## src/rtl/bn_pkg.sv

```systemverilog
// Shared defaults and FSM encoding for the batch-norm parameter feeder.
package bn_pkg;

    localparam int BN_DATA_WIDTH = 32;
    localparam int BN_MAX_CH     = 64;
    localparam int BN_CH_W       = 6;
    localparam int BN_PIX_W      = 16;

    typedef enum logic [1:0] {
        ST_IDLE = 2'd0,
        ST_RUN  = 2'd1,
        ST_DONE = 2'd2
    } bn_state_t;

endpackage

```

## src/rtl/bn_param_rf.sv

```systemverilog
// Per-channel {scale, bias} storage: one synchronous write port, one
// asynchronous read port. No reset, so parameters survive a frame abort.
module bn_param_rf #(
    parameter int DATA_WIDTH = 32,
    parameter int MAX_CH     = 64,
    parameter int CH_W       = 6
) (
    input  logic                  clk,
    input  logic                  i_we,
    input  logic [CH_W-1:0]       i_waddr,
    input  logic [DATA_WIDTH-1:0] i_wscale,
    input  logic [DATA_WIDTH-1:0] i_wbias,
    input  logic [CH_W-1:0]       i_raddr,
    output logic [DATA_WIDTH-1:0] o_rscale,
    output logic [DATA_WIDTH-1:0] o_rbias
);

    logic [2*DATA_WIDTH-1:0] r_mem [MAX_CH];

    // Write port: scale in the upper half, bias in the lower half.
    always_ff @(posedge clk) begin
        if (i_we) begin
            r_mem[i_waddr] <= {i_wscale, i_wbias};
        end
    end

    // Combinational read so the pair lines up with the sample accepted this cycle.
    always_comb begin
        o_rscale = r_mem[i_raddr][2*DATA_WIDTH-1:DATA_WIDTH];
        o_rbias  = r_mem[i_raddr][DATA_WIDTH-1:0];
    end

endmodule

```

## src/rtl/bn_param_feeder.sv

```systemverilog
// Feeds a channel-major sample stream to the batch-norm stage, attaching the
// per-channel A/B words. Valid-only output, one register stage of latency.
module bn_param_feeder
    import bn_pkg::*;
#(
    parameter int DATA_WIDTH = BN_DATA_WIDTH,
    parameter int MAX_CH     = BN_MAX_CH,
    parameter int CH_W       = BN_CH_W,
    parameter int PIX_W      = BN_PIX_W
) (
    input  logic                  clk,
    input  logic                  rst,
    input  logic                  cfg_we,
    input  logic [CH_W-1:0]       cfg_addr,
    input  logic [DATA_WIDTH-1:0] cfg_scale,
    input  logic [DATA_WIDTH-1:0] cfg_bias,
    input  logic [CH_W:0]         cfg_num_ch,
    input  logic [PIX_W-1:0]      cfg_pix_per_ch,
    input  logic                  start,
    input  logic                  in_valid,
    input  logic [DATA_WIDTH-1:0] in_data,
    output logic                  in_ready,
    output logic [DATA_WIDTH-1:0] Data_A,
    output logic [DATA_WIDTH-1:0] Data_B,
    output logic [DATA_WIDTH-1:0] Data_In,
    output logic                  Valid_In,
    output logic                  busy,
    output logic                  done
);

    bn_state_t             r_state;
    logic [CH_W:0]         r_num_ch;
    logic [PIX_W-1:0]      r_pix_per_ch;
    logic [PIX_W-1:0]      r_pix_cnt;
    logic [CH_W-1:0]       r_ch_cnt;
    logic                  r_in_ready;
    logic                  r_busy;
    logic                  r_done;
    logic                  r_valid;
    logic [DATA_WIDTH-1:0] r_data_a;
    logic [DATA_WIDTH-1:0] r_data_b;
    logic [DATA_WIDTH-1:0] r_data_in;

    logic                  w_rf_we;
    logic                  w_accept;
    logic                  w_pix_wrap;
    logic                  w_ch_last;
    logic [DATA_WIDTH-1:0] w_rd_a;
    logic [DATA_WIDTH-1:0] w_rd_b;

    // Parameters only change while no frame is in flight.
    assign w_rf_we    = cfg_we && (r_state == ST_IDLE) && !r_busy;
    assign w_accept   = in_valid && r_in_ready;
    assign w_pix_wrap = (r_pix_cnt == (r_pix_per_ch - PIX_W'(1)));
    assign w_ch_last  = ({1'b0, r_ch_cnt} == (r_num_ch - (CH_W+1)'(1)));

    bn_param_rf #(
        .DATA_WIDTH (DATA_WIDTH),
        .MAX_CH     (MAX_CH),
        .CH_W       (CH_W)
    ) u_rf (
        .clk      (clk),
        .i_we     (w_rf_we),
        .i_waddr  (cfg_addr),
        .i_wscale (cfg_scale),
        .i_wbias  (cfg_bias),
        .i_raddr  (r_ch_cnt),
        .o_rscale (w_rd_a),
        .o_rbias  (w_rd_b)
    );

    // Frame FSM, pixel/channel counters and the output register stage.
    always_ff @(posedge clk or posedge rst) begin
        if (rst) begin
            r_state      <= ST_IDLE;
            r_num_ch     <= '0;
            r_pix_per_ch <= '0;
            r_pix_cnt    <= '0;
            r_ch_cnt     <= '0;
            r_in_ready   <= 1'b0;
            r_busy       <= 1'b0;
            r_done       <= 1'b0;
            r_valid      <= 1'b0;
            r_data_a     <= '0;
            r_data_b     <= '0;
            r_data_in    <= '0;
        end else begin
            r_valid <= 1'b0;
            r_done  <= 1'b0;
            case (r_state)
                ST_IDLE: begin
                    if (start) begin
                        r_num_ch     <= cfg_num_ch;
                        r_pix_per_ch <= cfg_pix_per_ch;
                        r_pix_cnt    <= '0;
                        r_ch_cnt     <= '0;
                        r_busy       <= 1'b1;
                        if ((cfg_num_ch != '0) && (cfg_pix_per_ch != '0)) begin
                            r_state    <= ST_RUN;
                            r_in_ready <= 1'b1;
                        end else begin
                            // Empty frame: report completion without any samples.
                            r_state <= ST_DONE;
                            r_done  <= 1'b1;
                        end
                    end
                end
                ST_RUN: begin
                    if (w_accept) begin
                        r_valid   <= 1'b1;
                        r_data_in <= in_data;
                        r_data_a  <= w_rd_a;
                        r_data_b  <= w_rd_b;
                        if (w_pix_wrap) begin
                            r_pix_cnt <= '0;
                            r_ch_cnt  <= r_ch_cnt + CH_W'(1);
                        end else begin
                            r_pix_cnt <= r_pix_cnt + PIX_W'(1);
                        end
                        if (w_pix_wrap && w_ch_last) begin
                            r_state    <= ST_DONE;
                            r_done     <= 1'b1;
                            r_in_ready <= 1'b0;
                        end
                    end
                end
                ST_DONE: begin
                    r_state <= ST_IDLE;
                    r_busy  <= 1'b0;
                end
                default: begin
                    r_state    <= ST_IDLE;
                    r_busy     <= 1'b0;
                    r_in_ready <= 1'b0;
                end
            endcase
        end
    end

    assign in_ready = r_in_ready;
    assign busy     = r_busy;
    assign done     = r_done;
    assign Valid_In = r_valid;
    assign Data_A   = r_data_a;
    assign Data_B   = r_data_b;
    assign Data_In  = r_data_in;

endmodule

```

## config.mk

```make
export PLATFORM = sky130hd
export DESIGN_NAME = bn_param_feeder
export DESIGN_NICKNAME = d
export VERILOG_FILES = /design/src/rtl/bn_pkg.sv /design/src/rtl/bn_param_rf.sv /design/src/rtl/bn_param_feeder.sv
export SDC_FILE = /design/constraint.sdc
export NUM_CORES = 2
export LEC_CHECK = 0
export CORE_ASPECT_RATIO = 2
export CORE_MARGIN = 2
export CORE_UTILIZATION = 30
export CTS_BUF_LIST = sky130_fd_sc_hd__clkbuf_4 sky130_fd_sc_hd__clkbuf_8 sky130_fd_sc_hd__clkbuf_16
export CTS_CLUSTER_SIZE = 12
export DETAILED_ROUTE_END_ITERATION = 10
export SETUP_SLACK_MARGIN = 0.3
export SYNTH_ARGS = -nofsm -noshare
export SYNTH_HDL_FRONTEND = slang
export SYNTH_SLANG_ARGS = --single-unit
export TNS_END_PERCENT = 5
```

## constraint.sdc

```tcl
create_clock -name clk -period 5.65 [get_ports clk]
set_input_delay 1.13 -clock clk [delete_from_list [all_inputs] [get_ports clk]]
set_output_delay 1.13 -clock clk [all_outputs]
set_load 0.005 [all_outputs]
```

# Word level (Yosys, flattened, before mapping)
# Memories as Yosys holds them, arrays and structs flattened. A register that Yosys moved wholly into a read port is not among the register bits.
# Index checks and enable logic that the tools add are counted.
[totals]
regBits = 83
mem_bits_rw = 4096
mem_count = 1
[classes]
addsub = 4
n_eq_ne = 9
muxes = 29
n_bitwise = 2
reduce_logical = 17
[mem_list]
columns = ["name", "words", "word_bits", "read_ports", "rd_ports_with_merged_regs", "write_ports", "line", "source"]
rows = [
  ["u_rf.r_mem", 64, 64, 1, 1, 1, "bn_param_rf.sv:18", "logic [2*DATA_WIDTH-1:0] r_mem [MAX_CH];"],
]
[op_table]
columns = ["op", "count"]
rows = [
  ["$mux 16", 3],
  ["$pmux 16 s2", 1],
  ["$mux 6", 3],
  ["$add 16x1->16 const B", 1],
  ["$eq 16x16->1", 1],
  ["$reduce_bool 16->1", 1],
  ["$sub 16x1->16 const B", 1],
  ["$mux 1", 13],
  ["$pmux 6 s2", 1],
  ["$mux 2", 4],
  ["$ne 2x2->1 const B", 4],
  ["$eq 6x7->1", 1],
  ["$reduce_bool 7->1", 1],
  ["$sub 7x1->7 const B", 1],
  ["$add 6x1->6 const B", 1],
  ["$reduce_and 2->1", 3],
  ["$reduce_and 3->1", 2],
  ["$logic_and 1x1->1", 5],
  ["$reduce_and 5->1", 1],
  ["$pmux 1 s2", 2],
  ["$pmux 2 s2", 1],
  ["$reduce_and 4->1", 1],
  ["$pmux 1 s3", 1],
  ["$eq 2x1->1 const B", 1],
  ["6 further kinds", 7],
]

# Depth between registers and ports, before layout
[logic_depth]
word_depth = 6
depth_mapped = 11

# Cells and area by module
# Synthesis repeated with hierarchy kept, for this count alone.
[unflattened]
cells_unflattened = 7336
area_unflattened_um2 = 161921.5
[by_module_without_submodules]
columns = ["mod", "n_inst", "cells_each", "area_each_um2", "seq_area_each_um2"]
rows = [
  ["bn_param_rf", 1, 6534, 155067.5, 122998.0],
  ["bn_param_feeder", 1, 802, 6854.1, 3678.5],
]

# Worst setup path after synthesis
# No wires, ideal clock.
[synth_path]
path_kind = "in2reg"
from = "input port cfg_addr[5]"
to = "memory u_rf.r_mem[37][0] in the netlist's numbering (enable)"
setup_ps = 487
arrival_time_ps = 4652
setup_slack_ps = 511
cell_stages = 4
n_path_buf = 2
cell_sequence = "clkbuf_1 or3b_2 clkbuf_1 nor2_1"
[synth_rtl]
columns = ["element", "line", "source"]
rows = [
  ["from (decl)", "bn_param_feeder.sv:14", "input logic [CH_W-1:0] cfg_addr,"],
  ["to (decl)", "bn_param_rf.sv:18", ""],
]
# Straight into the memory's write port.

==> metrics.md <==
| Metric | Value |
|---|---|
| CTS clk-pin slew, worst paths | `approximately 0.07 ns` |
| Number of enable flip-flop cells after synthesis | `between 4000 and 5000` |
| Yosys top cell area share | `76.1%` |
| H-tree levels | `5` |
| Placed insts | `14016` |
| Hold WC Path Type | `reg -> reg` |
| Critical path class | `reg -> reg` |
| CP Cell Sequence | `buf_12 -> buf_4 -> mux4_2 -> mux2i_1 -> a221oi_1 -> a21oi_1 -> o21ai_0 -> o21a_1` |
| CTS Hold Bufs | `0` |
| Yosys warns | `0` |
| Fin crit period | `3.93 ns` |
| CP endpoint kind | `flip-flop` |
| GRT Util Overall | `approximately 17%` |
| First drt pass iteration count | `7` |
| Distinct cells, synth | `between 60 and 70` |
| Most frequent cells after synthesis | `4096 x edfxtp_1, 1216 x mux4_2, 236 x nand2_1, 179 x clkbuf_1, 147 x dfrtp_1` |
| Crit path largest cell delay | `1.00 ns` |
| Hold Path Stages | `2` |
| Die width | `523 um` |
| CP Depth | `8` |
| Number of setup buffers added after CTS | `0` |
| Grt total ovfl | `0` |
| Final setup violation count | `0` |
| Ys flop type | `edfxtp_1` |
| WL/cell | `31.5 um` |
| Footprint of the multi-input gates | `roughly 34000 um^2` |
| Synth area leaders | `edfxtp_1 76%, mux4_2 17%, dfrtp_1 2.3%` |
| Core area | `537000 um^2` |
| Post-Synthesis Cells | `6790` |
| Clk_lat worst skew | `0.96 ns` |
| Pins Over Slew Limit | `0` |
| Post-Route Skew | `0.0839 ns` |
| Clock buffer depth | `4` |
| Unrepaired setup endpoints after global routing | `no` |
| Crit path DAT | `around 4.8 ns` |
| #FFs+latches synth | `4243` |
| TritonCTS clock tree | `built` |
| Syn nets | `6924` |
| Avg Vias per Cell | `5.21` |
| Layout cell share with drive strength beyond 1 | `30.0%` |
| Total Power | `60.8 mW` |
| # IOs | `230` |
| Synth area leader | `edfxtp_1` |
| First-pass GRT wire length | `637000 um` |
| Relative slew slack | `under 10%` |
| Sequential share of the synthesized area | `approximately 78%` |
| Initial antenna violation count | `46` |
| 1st-iter DRT viols | `between 7000 and 8000` |
| Leak | `56.3 nW` |
| WP data required | `6.51 ns` |
| CTS resizes | `0` |
| Row count | `381` |
| Largest net degree at the start of global routing | `around 120` |
| Worst-path cell with the longest stage delay | `dfrtp_4` |
| Num CTS Buffers | `just under 400` |
| Buf/Inv on CP | `2` |
| CTS Sinks | `4243` |
| Worst VDD drop | `0.000278 V` |
| DRC | `0` |
| Fillers | `just under 50000` |
| Reg2reg path depth | `8` |
| Ys async rst share | `between 3 and 4%` |
| Clock Tree Root | `clkbuf_16` |
| Die Height | `1040 um` |
| Hold WS | `0.481 ns` |
| Fmax | `approximately 250 MHz` |
| Final ANT Viol Nets | `0` |
| Layout area overhead | `15.4%` |
| Pwr dens | `roughly 330 nW/um^2` |
| Vias in the first global route | `79914` |
| Average cell area after synthesis | `23.8 um^2` |
| I/O Buffers | `229` |
| CP startpoint kind | `flip-flop` |
| TNS Setup | `0 ns` |
| Status | `finished clean` |
| Top-count cell post-synth | `edfxtp_1` |
| Period utilization | `a little over two thirds` |
| # nets final | `7462` |
| Via count | `76283` |
| Critical-path maximum fanout | `66` |
| Routed WL | `462000 um` |
| Initial Utilization | `between 30% and 40%` |
| CP top delay family | `compound AO/OA/AOI/OAI gates` |
| Slew at the pin closest to its max-slew limit | `1.36 ns` |
| Dpl hpwl | `271000 um` |
| Die ar. | `around 540000 um^2` |
| Register Area | `127000 um^2` |
| Final Hold Fails | `0` |
| GPL Wtd Cong | `0.805` |
| Max-cap violations | `0` |
| Mapped Area | `162000 um^2` |
| Fin cells | `between 10000 and 15000` |
==> registers in the layout, indices dropped and copies added, names as in the netlist <==
register	flops
r_ch_cnt	6
Data_B	32
r_state	2
r_pix_per_ch	16
Data_A	32
r_num_ch	7
busy	1
u_rf.r_mem	4096
r_pix_cnt	16
in_ready	1
done	1
Data_In	32
Valid_In	1
==> kinds of logic after synthesis <==
group	Yosys count	synth area share [%]
compound gates	335	1.41
xor+xnor	29	0.157
fa+ha+maj	4	0.0310
buf+inv	379	0.965
flops	4243	78.4
mux	1347	17.8
simple gates	453	1.26
==> worst paths after layout <==
path	to	slack, ns	from
max in group asynchronous	Data_A[17]$_DFFE_PP0P_	3.74	rst
worst max register to register	Data_A[8]$_DFFE_PP0P_	1.72	r_ch_cnt[1]$_DFFE_PP0P_
min in group asynchronous	Data_A[10]$_DFFE_PP0P_	0.64	rst
worst max-delay path	Data_A[8]$_DFFE_PP0P_	1.72	r_ch_cnt[1]$_DFFE_PP0P_
worst min register to register	Data_In[20]$_DFFE_PP0P_	0.48	Data_In[20]$_DFFE_PP0P_
worst min-delay path	Data_In[20]$_DFFE_PP0P_	0.48	Data_In[20]$_DFFE_PP0P_
==> tightest hold or removal path: cells and delay by family, from the launching register on <==
kind | cells | cell delay [ns]
DFF | 1 | 0.34
and+or+nand+nor | 2 | 0.11
==> per-stage QoR <==
step           util (%)  area [um^2]  setup slack (ns)
2_1_floorplan         -       162000             0.511
3_3_place_gp       32.5       174000              1.25
3_5_place_dp       32.5       174000              1.24
4_1_cts            34.7       186000              1.63
5_1_grt            34.7       186000              1.64
6_report           34.7       186000              1.72
==> per-layer routing <==
metal	global-route usage (%)	wire [um]
met2	31.1	253000
met5	0	124
met4	7.42	22800
met1	18.5	161000
met3	2.17	25700
==> report_power, final <==
| group | switching, mW | total (mW) | internal (mW) |
|---|---|---|---|
| clock network | 11.3 | 25.3 | 13.9 |
| registers | 0.0683 | 34.6 | 34.5 |
| logic | 0.678 | 0.878 | 0.199 |
==> cell type report <==
type,instances,area share (%)
Multi-Input combinational cell,2168,18.1
Timing Repair Buffer,506,2.67
Clock inverter,31,0.258
Inverter,14,0.0349
Antenna cell,30,0.0403
Tap cell,7085,4.76
Sequential cell,4243,68.0
Clock buffer,578,6.10
==> placed cells by master, fill, tap and decap left out, types with 62 or more instances in the layout <==
master,n
clkdlybuf4s50_1,166
nand2_1,234
clkbuf_4,176
buf_2,62
mux2i_1,131
edfxtp_1,4096
mux4_2,1216
buf_4,204
buf_12,74
dfrtp_1,141
nor2_4,64
clkbuf_16,401
a21oi_1,71
Power figures use the tool's default switching activity.
